$ cat src/rtl/uart_pkg.sv
// uart_pkg: shared types and divider helper for the parametrised UART receiver
package uart_pkg;
  typedef enum logic [1:0] {PAR_NONE, PAR_EVEN, PAR_ODD} parity_t;
  typedef enum logic [2:0] {IDLE, START, DATA, PAR, STOP} rx_state_t;
  function automatic int calc_div(input int clk_freq, input int baud, input int os);
    return clk_freq / (baud * os);
  endfunction
endpackage

$ cat src/rtl/uart_baud_gen.sv
// uart_baud_gen: oversampling tick generator, one clk pulse every DIV clks
// ports: clk, reset (async active-low), clr (sync restart at 0), tick (out)
module uart_baud_gen #(
  parameter int DIV = 78
) (
  input  logic clk,
  input  logic reset,
  input  logic clr,
  output logic tick
);
  localparam int CW = DIV > 1 ? $clog2(DIV) : 1;
  logic [CW-1:0] cnt_q, cnt_d;
  always_comb begin
    tick  = (cnt_q == CW'(DIV - 1)) && !clr;
    cnt_d = (clr || tick) ? '0 : cnt_q + 1'b1;
  end
  always_ff @(posedge clk or negedge reset)
    if (!reset) cnt_q <= '0;
    else        cnt_q <= cnt_d;
endmodule

$ cat src/rtl/uart_rx_param.sv
// uart_rx_param: parametrised UART receiver with majority-vote sampling and valid/ready output
// ports: clk, reset (async active-low), rx (serial in), rx_ready (consumer accept),
//        rx_data/rx_valid (held word), frame_err/parity_err/break_det (word status), overrun (drop pulse)
module uart_rx_param
  import uart_pkg::*;
#(
  parameter int CLK_FREQ   = 12000000,
  parameter int BAUD       = 9600,
  parameter int OVERSAMPLE = 16,
  parameter int DATA_BITS  = 8,
  parameter int PARITY     = 0,
  parameter int STOP_BITS  = 1
) (
  input  logic                 clk,
  input  logic                 reset,
  input  logic                 rx,
  input  logic                 rx_ready,
  output logic [DATA_BITS-1:0] rx_data,
  output logic                 rx_valid,
  output logic                 frame_err,
  output logic                 parity_err,
  output logic                 break_det,
  output logic                 overrun
);
  localparam int DIV = calc_div(CLK_FREQ, BAUD, OVERSAMPLE);
  localparam parity_t PT = parity_t'(PARITY);
  localparam int SW = $clog2(OVERSAMPLE);
  localparam int NW = $clog2(DATA_BITS);
  localparam logic [SW-1:0] S_LO  = SW'(OVERSAMPLE / 2 - 1);
  localparam logic [SW-1:0] S_MID = SW'(OVERSAMPLE / 2);
  localparam logic [SW-1:0] S_HI  = SW'(OVERSAMPLE / 2 + 1);
  localparam logic [SW-1:0] S_END = SW'(OVERSAMPLE - 1);
  localparam logic [NW-1:0] N_LAST = NW'(DATA_BITS - 1);
  if (DIV < 1 || OVERSAMPLE < 8 || OVERSAMPLE % 2 != 0) begin : g_bad_cfg
    $error("uart_rx_param: DIV must be >= 1 and OVERSAMPLE even and >= 8");
  end
  logic sync1_q, sync2_q;
  rx_state_t state_q, state_d;
  logic [SW-1:0] s_cnt_q, s_cnt_d;
  logic [NW-1:0] n_q, n_d;
  logic [1:0] smp_q, smp_d;
  logic bit_q, bit_d, pbit_q, pbit_d, stop0_q, stop0_d;
  logic ferr_q, ferr_d, perr_q, perr_d, arm_q, arm_d, cmt_q, cmt_d;
  logic [DATA_BITS-1:0] data_q, data_d, rdata_q, rdata_d;
  logic rvalid_q, rvalid_d, oferr_q, oferr_d, operr_q, operr_d, obrk_q, obrk_d, ovr_q, ovr_d;
  logic tick, maj, bit_end, brk, load;
  uart_baud_gen #(.DIV(DIV)) u_baud (
    .clk  (clk),
    .reset(reset),
    .clr  (state_q == IDLE),
    .tick (tick)
  );
  // arm_q blocks a new start until the line has been seen high, so a held-low
  // line after a break yields exactly one word
  always_comb begin
    maj     = (smp_q[0] & smp_q[1]) | (smp_q[0] & sync2_q) | (smp_q[1] & sync2_q);
    bit_end = tick && s_cnt_q == S_END;
    state_d = state_q;
    s_cnt_d = s_cnt_q;
    n_d     = n_q;
    smp_d   = smp_q;
    bit_d   = bit_q;
    data_d  = data_q;
    pbit_d  = pbit_q;
    stop0_d = stop0_q;
    ferr_d  = ferr_q;
    perr_d  = perr_q;
    cmt_d   = 1'b0;
    arm_d   = (state_q == IDLE && sync2_q) ? 1'b1 : arm_q;
    if (tick) begin
      s_cnt_d = bit_end ? '0 : s_cnt_q + 1'b1;
      if (s_cnt_q == S_LO) smp_d[0] = sync2_q;
      if (s_cnt_q == S_MID) smp_d[1] = sync2_q;
      if (s_cnt_q == S_HI) bit_d = maj;
    end
    case (state_q)
      IDLE: begin
        s_cnt_d = '0;
        n_d     = '0;
        if (arm_q && !sync2_q) begin
          state_d = START;
          ferr_d  = 1'b0;
          perr_d  = 1'b0;
        end
      end
      START: if (bit_end) state_d = bit_q ? IDLE : DATA;
      DATA: if (bit_end) begin
        data_d = {bit_q, data_q[DATA_BITS-1:1]};
        n_d    = n_q + 1'b1;
        if (n_q == N_LAST) begin
          n_d     = '0;
          state_d = (PT == PAR_NONE) ? STOP : PAR;
        end
      end
      PAR: if (bit_end) begin
        pbit_d  = bit_q;
        perr_d  = bit_q != (^data_q ^ (PT == PAR_ODD));
        state_d = STOP;
      end
      STOP: begin
        if (STOP_BITS == 2 && n_q == '0) begin
          if (bit_end) begin
            stop0_d = bit_q;
            ferr_d  = !bit_q;
            n_d     = NW'(1);
          end
        end else if (tick && s_cnt_q == S_HI) begin
          // last stop bit commits at its third sample to catch an immediate next start
          ferr_d  = ferr_q | !maj;
          stop0_d = (STOP_BITS == 1) ? maj : stop0_q;
          arm_d   = maj;
          cmt_d   = 1'b1;
          state_d = IDLE;
        end
      end
      default: state_d = IDLE;
    endcase
  end
  always_comb begin
    brk      = data_q == '0 && (PT == PAR_NONE || !pbit_q) && !stop0_q;
    load     = cmt_q && (!rvalid_q || rx_ready);
    rdata_d  = load ? data_q : rdata_q;
    oferr_d  = load ? ferr_q : oferr_q;
    operr_d  = load ? perr_q : operr_q;
    obrk_d   = load ? brk : obrk_q;
    rvalid_d = load | (rvalid_q & !rx_ready);
    ovr_d    = cmt_q & !load;
  end
  always_ff @(posedge clk or negedge reset)
    if (!reset) begin
      sync1_q  <= 1'b1;
      sync2_q  <= 1'b1;
      state_q  <= IDLE;
      s_cnt_q  <= '0;
      n_q      <= '0;
      smp_q    <= '0;
      bit_q    <= 1'b0;
      data_q   <= '0;
      pbit_q   <= 1'b0;
      stop0_q  <= 1'b0;
      ferr_q   <= 1'b0;
      perr_q   <= 1'b0;
      arm_q    <= 1'b0;
      cmt_q    <= 1'b0;
      rdata_q  <= '0;
      rvalid_q <= 1'b0;
      oferr_q  <= 1'b0;
      operr_q  <= 1'b0;
      obrk_q   <= 1'b0;
      ovr_q    <= 1'b0;
    end else begin
      sync1_q  <= rx;
      sync2_q  <= sync1_q;
      state_q  <= state_d;
      s_cnt_q  <= s_cnt_d;
      n_q      <= n_d;
      smp_q    <= smp_d;
      bit_q    <= bit_d;
      data_q   <= data_d;
      pbit_q   <= pbit_d;
      stop0_q  <= stop0_d;
      ferr_q   <= ferr_d;
      perr_q   <= perr_d;
      arm_q    <= arm_d;
      cmt_q    <= cmt_d;
      rdata_q  <= rdata_d;
      rvalid_q <= rvalid_d;
      oferr_q  <= oferr_d;
      operr_q  <= operr_d;
      obrk_q   <= obrk_d;
      ovr_q    <= ovr_d;
    end
  assign rx_data    = rdata_q;
  assign rx_valid   = rvalid_q;
  assign frame_err  = oferr_q;
  assign parity_err = operr_q;
  assign break_det  = obrk_q;
  assign overrun    = ovr_q;
endmodule

$ cat config.mk
export PLATFORM = sky130hd
export DESIGN_NAME = uart_rx_param
export DESIGN_NICKNAME = d
export VERILOG_FILES = /design/src/rtl/uart_pkg.sv /design/src/rtl/uart_baud_gen.sv /design/src/rtl/uart_rx_param.sv
export SDC_FILE = /design/constraint.sdc
export NUM_CORES = 1
export LEC_CHECK = 0
export ABC_AREA = 1
export BUFFER_PORTS_ARGS = -buffer_cell sky130_fd_sc_hd__buf_2
export CAP_MARGIN = 20
export CORE_UTILIZATION = 30
export CTS_CLUSTER_DIAMETER = 60
export DETAILED_ROUTE_END_ITERATION = 12
export PLACE_DENSITY = 0.49
export REMOVE_ABC_BUFFERS = 1
export SLEW_MARGIN = 0
export SYNTH_ARGS = -nofsm -noshare
export SYNTH_HDL_FRONTEND = slang
export SYNTH_HIERARCHICAL = 1
export SYNTH_SLANG_ARGS = --single-unit
$ cat constraint.sdc
create_clock -name clk -period 3.5 [get_ports clk]
set_clock_uncertainty 0.15 [all_clocks]
set_input_delay 0.7 -clock clk [delete_from_list [all_inputs] [get_ports clk]]
set_output_delay 0.7 -clock clk [all_outputs]
set_load 0.01 [all_outputs]
After elaboration in Yosys (flattened, before gate mapping):

Cells that the tools add are included.

* reductions and logical operators: 32
* multiplexer cells: 25
* add/subtract/negate cells: 3
* eq/ne operators: 17
* $mul: 0
* magnitude comparators: 0
* divide/modulo/power cells: 0
* bitwise operators: 9
* shift-type cells: 0

Operators by type and width (number)
* $mux 3: 8
* $pmux 3 s5: 1
* $eq 4x4->1 const B: 3
* $mux 4: 3
* $ne 2x2->1 const B: 6
* $reduce_and 2->1: 6
* $logic_not 8->1: 1
* $mux 1: 8
* $reduce_bool 2->1: 4
* $reduce_xor 8->1: 1
* $add 7x1->7 const B: 1
* $eq 7x7->1 const B: 1
* $logic_and 1x1->1: 7
* $logic_not 1->1: 7
* $mux 7: 1
* $eq 3x2->1 const B: 2
* $eq 3x3->1 const B: 2
* $pmux 3 s2: 1
* $reduce_and 3->1: 2
* $reduce_and 6->1: 1
* $and 1x1->1: 5
* $add 4x1->4 const B: 1
* $eq 4x3->1 const B: 1
* $or 1x1->1: 4
* other kinds (7): 9

* bits in latches: 0
* logic and storage cells: 107
* memory bits (read-only): 0
* memories kept: 0
* flip-flop bits (word level): 48
* memory bits (writable): 0
* bits of input ports: 4
* output and inout bits: 13

Logic depth before layout (Yosys ltp):

Gate-level depths: netlist of run 1.

* depth after elaboration: 7
* mapped depth: 13
* depth with buffers taken out: 13

Cells and area by module:

Netlist of run 1, hierarchy kept.

By module, submodules not included
* uart_rx_param: cells an instance 218, area an instance 2031.9 µm², sequential area each 1028.5 µm², times used 1
* uart_baud_gen: cells an instance 43, area an instance 376.6 µm², sequential area each 175.2 µm², times used 1

Least setup slack after synthesis of run 1:

OpenSTA, ideal clock, no wires.

* kind: register to register
* start: reg u_baud.cnt_q[1]
* end: reg n_q[1]
* cell stages (with the launch flop): 13
* path slack: 1595 ps
* setup time: 117 ps
* buffers on the path: 1
* period minus slack after synthesis: 1905 ps
* data arrival time: 1638 ps
* data required time: 3233 ps
* cell sequence: dfrtp_1 > inv_1 > ha_1 > nand2_1 > nor2_2 > nand2_2 > nor2_1 > nand2_2 > nor2_4 > nand3_4 > buf_6 > nand3_2 > o21ai_2

* longest elaborated chain between the ends: 5

RTL lines
* start: declaration: line uart_baud_gen.sv:12 `logic [CW-1:0] cnt_q, cnt_d;`
* start signal: assignment: line uart_baud_gen.sv:19 `else cnt_q <= cnt_d;`
* $eq 7x7->1: line uart_baud_gen.sv:14 `tick = (cnt_q == CW'(DIV - 1)) && !clr;`
* $logic_and 1x1->1: line uart_baud_gen.sv:14
* named net tick: line uart_rx_param.sv:46 `logic tick, maj, bit_end, brk, load;`
* $logic_and 1x1->1: line uart_rx_param.sv:57 `bit_end = tick && s_cnt_q == S_END;`
* $ne 2x2->1 (no line)
* $reduce_and 2->1 (no line)
* end signal: assignment: line uart_rx_param.sv:156 `n_q <= n_d;`
* end: declaration: line uart_rx_param.sv:40 `logic [NW-1:0] n_q, n_d;`

The timed path passes the listed nets, and every way through them passes these cells.
A chain may end at the register's enable or synchronous reset.

Final worst setup path of run 1:

* start: reg state_q[2]
* end: reg n_q[0]

* longest elaborated chain between the ends: 6
* elaborated cells between the ends (all ways): 9
* classes of those cells: eq/ne: 2; mux: 1; reduce/logical: 6

RTL lines
* start: declaration: line uart_rx_param.sv:38 `rx_state_t state_q, state_d;`
* start signal: assignment: line uart_rx_param.sv:154 `state_q <= state_d;`
* $logic_not 3->1: line uart_rx_param.sv:50 `.clr (state_q == IDLE),`
* $logic_not 1->1: line uart_baud_gen.sv:14
* $logic_and 1x1->1: line uart_baud_gen.sv:14
* named net tick: line uart_rx_param.sv:46
* $logic_and 1x1->1: line uart_rx_param.sv:57
* $ne 2x2->1 (no line)
* $reduce_and 2->1 (no line)

The timed path passes the listed nets, and every way through them passes these cells.

==> impl_metrics.ini, run 1 <==
[route]
vias_per_cell = 4.34
first_iter_violations = 36
wire_per_inst_um = 10.7
drc_errors = 0
dr.pass1.iters = 4
drt-total-wl_mm = 4.09
routed-via-count = 1664
postRouteAntennaNets = 0

[global_routing]
gr-usage-met1_pct = 15.3
antenna_found_initial = 0
use_met2_pct = 17.7
grt.busiest_layer = met2
grt_max_degree = 32
grt-ovfl-total = 0
grt_pass1_vias = 1659
grt_first_pass_wirelength_mm = 7.58
grt_use_total_pct = 11.3
grt_use_met3_pct = 2.60

[setup_path]
arrival_ns = 2.35
start_kind = flip-flop
crit_type = reg2reg
required_ns = 3.58
r2r_slack_ns = 1.23
cp_max_fo = 21
critPathCaptureType = flip-flop

[die]
dieHeight_um = 91.6
dieWidth_um = 91.6
initial_utilization_pct = 31.2
core_area_sq_um = 7730
rows = 32
io-pin-count = 17
die_area_sq_um = 8390

[sta]
setup_viol = 0
relSlewSlack_pct = 53.8
min_period_over_period_pct = 64.8
setup_ws_ns = 1.23
worstMarginPinSlew_ns = 0.692
post-route-min-period_ns = 2.27
setup_tns_ns = 0
finalHoldViolations = 0
maxSlewViolCount = 0
rsz0062_at_grt = false
fmax_mhz = 441

[power]
power_density_nw_per_um2 = 454
leakage_nw = 1.25
vdd_drop_max_mv = 0.194

[synthesis]
ys_seq_area_share_pct = 50.0
syn_inst = 261
avgSynthCellArea_sq_um = 9.23
synth.cell_area_sq_um = 2410
yosysUniqueCellTypes = 30
synth_warnings = 6
synth_seq_cells = 48

[cells_and_area]
antennaDiodeCount = 0
postLayoutCellArea_sq_um = 2670
mostFrequentLayoutCell = nand2_1
nNetsFinal = 296
final_util_pct = 34.6
syn_to_final_growth_pct = 11.0
final_cell_mix = nand2_1, dfrtp_1, inv_1, nor2_1, buf_2
drive_above_1_share_pct = 23.5

[place]
hpwlAfterDp_mm = 3.04
port-buffer-count = 16
placed_area_sq_um = 2590
gp_congestion = 0.805
dp_slack_ns = 1.21

[clock_tree]
cts_tree = done
cts.path.max_buffers = 2
clk_pin_slew_ns = 0.09
numCtsBuffers = 5
postCtsSetupBuffers = 0
cts-hold-fix-buffers = 0
worstSkewPairLatency_ns = 0.30
cts-root-buf = clkbuf_8
clkSinkCount = 48
h-tree-depth = 2
cts_resized = 0

[flow_run]
max-cap-violations = 0

[min_path]
hp-class = reg2reg

[run_status]
outcome = finished clean
-- logic make-up (layout without fill, tap and decap cells) --
kind of cell / Yosys count / after routing / share of synthesized area (%)
AND/OR/NAND/NOR: 116 / 116 / 24.9
flip-flops: 48 / 48 / 50.0
buffers and inverters: 45 / 65 / 7.69
AO/OA/AOI/OAI: 36 / 36 / 9.92
adder cells (fa/ha/maj): 11 / 11 / 5.71
XOR/XNOR: 5 / 5 / 1.82
-- cell usage after synthesis, drive strengths merged --
cell | instances | area, sq um
dfrtp | 46 | 1150
clkbuf | 1 | 3.75
dfstp | 2 | 52.6
nand3 | 20 | 133
inv | 41 | 154
o22ai | 1 | 6.26
o21a | 1 | 7.51
o31ai | 1 | 7.51
a21oi | 6 | 37.5
nand2 | 62 | 278
nor2 | 27 | 144
ha | 11 | 138
buf | 3 | 27.5
o21bai | 2 | 15.0
a31oi | 2 | 12.5
nand4 | 6 | 37.5
xor2 | 3 | 26.3
xnor2 | 2 | 17.5
o21ai | 23 | 153
nand3b | 1 | 7.51
-- worst max-delay path: stages (launching register included) --
cell and delay (ns):
dfrtp_1 0.43, inv_1 0.14, nand2_4 0.15, inv_1 0.11, nor2_1 0.32, nand2_2 0.14, nor2_4 0.15, nand3_4 0.29
nand2_1 0.17, nand3_1 0.07, o21ai_0 0.07
-- worst paths after layout --
kind                                         from                     to  cells past startpoint
min reg2reg                     sync1_q$_DFF_PN1_      sync2_q$_DFF_PN1_                      0
max reg2reg                state_q[2]$_DFFE_PN0P_     n_q[0]$_DFFE_PN0P_                     10
min in group asynchronous                   reset     rx_valid$_DFF_PN0_                      1
max                        state_q[2]$_DFFE_PN0P_     n_q[0]$_DFFE_PN0P_                     10
max in group asynchronous                   reset  data_q[3]$_DFFE_PN0P_                      2
min                             sync1_q$_DFF_PN1_      sync2_q$_DFF_PN1_                      0
-- per-layer routing --
metal / up-vias / part of all wire, %
met5: - / 0
met1: 772 / 50
met2: 20 / 46
met4: 0 / 1.3
met3: 5 / 2.7
li1: 867 / -
-- sequential cells by signal, summed over array words and instances (netlist names), 2 cells and up --
register	cells
data_q	8
smp_q	2
state_q	3
s_cnt_q	4
u_baud/cnt_q	7
rx_data	8
n_q	3
-- where the power goes --
| part | internal (mW) | switching, mW |
|---|---|---|
| logic | 0.0814 | 0.174 |
| clock network | 0.136 | 0.184 |
| registers | 0.590 | 0.0483 |
-- per-stage QoR --
| stage | instances | hold WS (ns) | power, mW |
|---|---|---|---|
| 2_1_floorplan | 257 | 0.195 | 0.841 |
| 3_3_place_gp | 376 | 0.197 | 0.909 |
| 3_5_place_dp | 376 | 0.197 | 0.909 |
| 4_1_cts | 383 | 0.210 | 1.24 |
| 5_1_grt | 383 | 0.211 | 1.29 |
| 6_report | 383 | 0.209 | 1.21 |
-- area by class of cell --
class	instances	area, sq um
Fill cell	810	5050
Sequential cell	48	1200
Multi-Input combinational cell	168	1020
Inverter	41	154
Tap cell	102	128
Timing Repair Buffer	17	87.6
Clock buffer	5	68.8
Clock inverter	2	12.5
No activity file was read; power rests on OpenSTA's default activity.
==> run 2, diff against run 1 <==
- clock period: 3.5 -> 2.3 ns (I/O delays scaled with it)
==> run 2 against run 1 <==
Sequential share of layout area down 0.83 points. Setup slack lost 0.89 ns. Via count grew 1.3%. Global-route usage increased by 0.62 points. Flip-flop and latch count is the same. Register-to-register slack lost 0.89 ns. Power increased by 52%. Cell count is 0.78% higher. First-iteration DRC count increased by 130%.
==> impl_metrics.ini, run 2 (synthesis results as in run 1) <==
[global_routing]
grt_pass1_vias = 1745
grt_max_degree = 30
grt_first_pass_wirelength_mm = 7.91
grt-ovfl-total = 0
antenna_found_initial = 0
grt_use_total_pct = 11.9

[place]
hpwlAfterDp_mm = 3.14
dp.cells = 378
placed_area_sq_um = 2630
port-buffer-count = 16
gp_congestion = 0.783

[sta]
fmax_mhz = 509
finalHoldViolations = 0
min_period_over_period_pct = 85.4
whs_ns = 0.102
rsz0062_at_grt = false
worstMarginPinSlew_ns = 0.501
post-route-min-period_ns = 1.96
maxSlewViolCount = 0
setup_tns_ns = 0
setup_viol = 0
relSlewSlack_pct = 66.6

[setup_path]
start_kind = flip-flop
slowest_stage = dfrtp_1
r2r_slack_ns = 0.34
rr_endpoint = data_q[1]$_DFFE_PN0P_
r2r_cells = 12
arrival_ns = 2.01
path_delay_family = simple AND/OR/NAND/NOR gates
required_ns = 2.35
path_buf_inv = 2
critPathCaptureType = flip-flop
cp_max_fo = 17
rr_startpoint = u_baud/cnt_q[1]$_DFF_PN0_
crit_type = reg2reg
slowest_delay_ns = 0.43
cp_common_cell = nand2_2
cp_cell_sequence = inv_1 > ha_1 > nand2_1 > nor2_2 > nand2_2 > nor2_1 > nand2_2 > nor2_4 > nand3_4 > buf_12 > nand2_2 > o21ai_2

[cells_and_area]
fin_cells = 386
mostFrequentLayoutCell = nand2_1
nNetsFinal = 299
final_cell_mix = nand2_1, dfrtp_1, inv_1, nor2_1, buf_2
syn_to_final_growth_pct = 13.1
fill_cells = 814
antennaDiodeCount = 0
postLayoutCellArea_sq_um = 2720
drive_above_1_share_pct = 23.9

[route]
first_iter_violations = 81
postRouteAntennaNets = 0
drc_errors = 0
drt-total-wl_mm = 4.21
vias_per_cell = 4.37
wire_per_inst_um = 10.9
routed-via-count = 1685
dr.pass1.iters = 4

[clock_tree]
postCtsSetupBuffers = 0
cts-root-buf = clkbuf_8
numCtsBuffers = 5
cts.path.max_buffers = 2
cts_tree = done
h-tree-depth = 2
clkSinkCount = 48
clk_pin_slew_ns = 0.08
worstSkewPairLatency_ns = 0.30

[power]
power_density_nw_per_um2 = 679
p_total_mw = 1.85
leakage_nw = 1.27
vdd_drop_max_mv = 0.388

[min_path]
hp-class = in2reg
worstHoldEndpoint = sync1_q$_DFF_PN1_
hold_depth = 1
hold_start = rx

[die]
die_area_sq_um = 8390
io-pin-count = 17
dieHeight_um = 91.6
core_area_sq_um = 7730
dieWidth_um = 91.6
initial_utilization_pct = 31.2
rows = 32

[run_status]
outcome = finished clean

[flow_run]
max-cap-violations = 0
run 2: area by class of cell:
type	instances	area, sq um	share of cell area [%]
clock buffer	5	68.8	2.53
clock inverter	2	12.5	0.459
inverter	41	154	5.65
multi-input combinational	168	1020	37.4
sequential	48	1200	44.2
tap	102	128	4.69
timing repair buffer	20	138	5.05
run 2: power by group:
part / switching (mW) / internal (mW)
registers: 0.0776 / 0.898
clock network: 0.279 / 0.206
logic: 0.261 / 0.127
total: 0.618 / 1.23
run 2: through the flow:
stage                     util, %  setup slack (ns)
after global placement       34.1             0.339
after global routing         35.2             0.145
after floorplan                 -             0.243
final                        35.2             0.337
after detailed placement     34.1             0.332
after CTS                    35.2             0.314
run 2: worst max path at each step:
| stage | startpoint | endpoint | slack [ns] | cells past startpoint |
|---|---|---|---|---|
| floorplan | u_baud/cnt_q[1]$_DFF_PN0_ | n_q[0]$_DFFE_PN0P_ | 0.24 | 12 |
| global placement | u_baud/cnt_q[0]$_DFF_PN0_ | n_q[1]$_DFFE_PN0P_ | 0.34 | 11 |
| detailed placement | u_baud/cnt_q[1]$_DFF_PN0_ | n_q[1]$_DFFE_PN0P_ | 0.33 | 12 |
| CTS | u_baud/cnt_q[1]$_DFF_PN0_ | n_q[1]$_DFFE_PN0P_ | 0.31 | 12 |
| global route | state_q[2]$_DFFE_PN0P_ | n_q[1]$_DFFE_PN0P_ | 0.15 | 10 |
| finish | u_baud/cnt_q[1]$_DFF_PN0_ | data_q[1]$_DFFE_PN0P_ | 0.34 | 12 |
run 2: layer usage:
metal,share of wire (%),track usage [%],wire length (um)
met5,0,0,0
met3,2.8,2.76,119
met1,48,14.7,2020
met2,47,20.0,1990
met4,1.8,4.76,76
run 2: what timing repair did:
item,CTS,global route
gates resized for setup,0,0
hold endpoints to repair,19,0
hold buffers,1,0
setup endpoints to repair,0,0
==> run 3, diff against run 2 <==
- PLACE_DENSITY: 0.49 -> 0.5
- SYNTH_HIERARCHICAL: 1 -> default
==> run 3 against run 2 <==
Area after synthesis shrank 5.7%. Critical endpoint is now stop0_q$_DFFE_PN0P_. Hold slack gained 0.0058 ns. Synthesized cell count down 5.7%. Largest cell class unchanged. Count of clock-buffer cells in the layout is 1 higher. Routed wire length fell by 4.3%.
==> impl_metrics.ini, run 3 <==
[run_status]
outcome = finished clean

[synthesis]
async_reset_ff_share_pct = 100
synth.area.mux_share_pct = 0.496
yosysTopAreaCell = dfrtp_1
synth_flop_cell = dfrtp_1
syn_inst = 246
synth_edf_count = 0
yosysMostFrequentCell = nand2_1
synth_top_area_share_pct = 50.7
synth_warnings = 0
ys_top_cells_by_count = nand2_1, dfrtp_1, inv_1
ys_seq_area_share_pct = 53.0
synth.cell_area_sq_um = 2270
yosys.area_share.simple_pct = 20.0
synth_compound_area_share_pct = 11.7
avgSynthCellArea_sq_um = 9.24
synth-xor-area-share_pct = 1.93
synth_seq_cells = 48
ys_top_cells_by_area = dfrtp_1, nand2_1, ha_1
synth-adder-area-share_pct = 6.06
yosysUniqueCellTypes = 35
synth_top_family_by_area = simple AND/OR/NAND/NOR gates

[route]
postRouteAntennaNets = 0
wire_per_inst_um = 10.9
routed-via-count = 1633
first_iter_violations = 54
dr.pass1.iters = 4
vias_per_cell = 4.44
drc_errors = 0
drt-total-wl_mm = 4.03

[sta]
fmax_mhz = 565
relSlewSlack_pct = 68.8
finalHoldViolations = 0
min_period_over_period_pct = 76.9
setup_viol = 0
setup_tns_ns = 0
worstMarginPinSlew_ns = 0.468
rsz0062_at_grt = false
post-route-min-period_ns = 1.77
whs_ns = 0.108
maxSlewViolCount = 0

[place]
placed_area_sq_um = 2480
port-buffer-count = 16
gp_congestion = 0.718
hpwlAfterDp_mm = 2.98

[die]
io-pin-count = 17
initial_utilization_pct = 31.2
dieWidth_um = 89.0
die_area_sq_um = 7930
rows = 31
dieHeight_um = 89.0
core_area_sq_um = 7290

[power]
vdd_drop_max_mv = 0.329
leakage_nw = 1.26
power_density_nw_per_um2 = 776

[clock_tree]
numCtsBuffers = 5
cts_tree = done
cts-root-buf = clkbuf_8
postCtsSetupBuffers = 0
worstSkewPairLatency_ns = 0.30
h-tree-depth = 2
clkSinkCount = 48
cts.path.max_buffers = 2
clk_pin_slew_ns = 0.09

[global_routing]
grt_max_degree = 31
gr-usage-met1_pct = 14.8
grt-ovfl-total = 0
use_met2_pct = 18.7
grt_pass1_vias = 1505
grt_use_met3_pct = 2.77
grt_first_pass_wirelength_mm = 6.96
antenna_found_initial = 0
grt_use_total_pct = 11.7
grt.busiest_layer = met2

[setup_path]
arrival_ns = 1.82
crit_type = reg2reg
required_ns = 2.35
slowest_stage = dfrtp_1
startpoint = u_baud.cnt_q[1]$_DFF_PN0_
rr_startpoint = u_baud.cnt_q[1]$_DFF_PN0_
start_kind = flip-flop
critPathCaptureType = flip-flop
cp_max_fo = 6
cp_cell_sequence = inv_1 > ha_1 > nand3_2 > nor2_4 > nand3_1 > nor2_2 > nand2_2 > o21a_1
slowest_delay_ns = 0.41

[cells_and_area]
antennaDiodeCount = 0
final_cell_mix = nand2_1, dfrtp_1, inv_1, o21ai_0, nor2_1
mostFrequentLayoutCell = nand2_1
nNetsFinal = 283
syn_to_final_growth_pct = 14.9
fill_cells = 787
drive_above_1_share_pct = 17.8
postLayoutCellArea_sq_um = 2610

[min_path]
hp-class = in2reg
hold_start = rx

[flow_run]
max-cap-violations = 0
[run 3: logic make-up (layout without fill, tap and decap cells)]
logic type / count (synthesis) / after routing
AOI/OAI and AO/OA: 42 / 42
xor gates and xnor gates: 5 / 5
adders and majority gates: 11 / 11
buffers and inverters: 39 / 62
DFF: 48 / 48
muxes: 1 / 1
and+or+nand+nor: 100 / 100
[run 3: area by class of cell]
class | instances | area [sq um] | share of cell area, %
multi-input cells | 159 | 913 | 35.0
flip-flops and latches | 48 | 1200 | 46.1
clock buffers | 6 | 82.6 | 3.16
well taps | 99 | 124 | 4.74
clock inverters | 2 | 38.8 | 1.49
repair buffers | 19 | 118 | 4.50
inverters | 35 | 131 | 5.03
[run 3: what timing repair did]
action	4_1_cts	5_1_grt
endpoints found under the hold margin	16	0
gates resized for setup	0	0
hold buffers	1	0
[run 3: critical path: cells and delay by family (launching register included)]
kind                       cells  cell delay, ns
and+or+nand+nor                5            0.76
AOI/OAI and AO/OA              1            0.12
adders and majority gates      1            0.15
DFF                            1            0.41
buffers and inverters          1            0.06
[run 3: layer usage]
metal	vias up	part of all wire, %	routed length [um]
li1	834	-	-
met1	771	49	1970
met2	23	46	1870
met3	5	3.1	125
met4	0	1.4	57
met5	-	0	0
[run 3: stage by stage]
| step | total power, mW | utilization, % | worst slack [ns] | std cells |
|---|---|---|---|---|
| 2_1_floorplan | 1.29 | - | 0.749 | 242 |
| 3_3_place_gp | 1.39 | 34.0 | 0.575 | 359 |
| 3_5_place_dp | 1.40 | 34.0 | 0.542 | 359 |
| 4_1_cts | 2.07 | 35.8 | 0.528 | 368 |
| 5_1_grt | 2.15 | 35.8 | 0.368 | 368 |
| 6_report | 2.03 | 35.8 | 0.532 | 368 |
[run 3: final timing paths]
kind,to,slack [ns],depth (start not counted)
worst max-delay path,stop0_q$_DFFE_PN0P_,0.53,8
worst min-delay path,sync1_q$_DFF_PN1_,0.11,1
worst max register to register,stop0_q$_DFFE_PN0P_,0.53,8
worst min register to register,sync2_q$_DFF_PN1_,0.21,0
max in group asynchronous,perr_q$_DFFE_PN0P_,0.97,3
min in group asynchronous,rx_valid$_DFF_PN0_,0.50,2
[run 3: power breakdown]
part / leakage, nW / switching (mW) / internal [mW]
Clock: 0.0614 / 0.285 / 0.356
Combinational: 0.545 / 0.278 / 0.129
Sequential: 0.650 / 0.0641 / 0.914
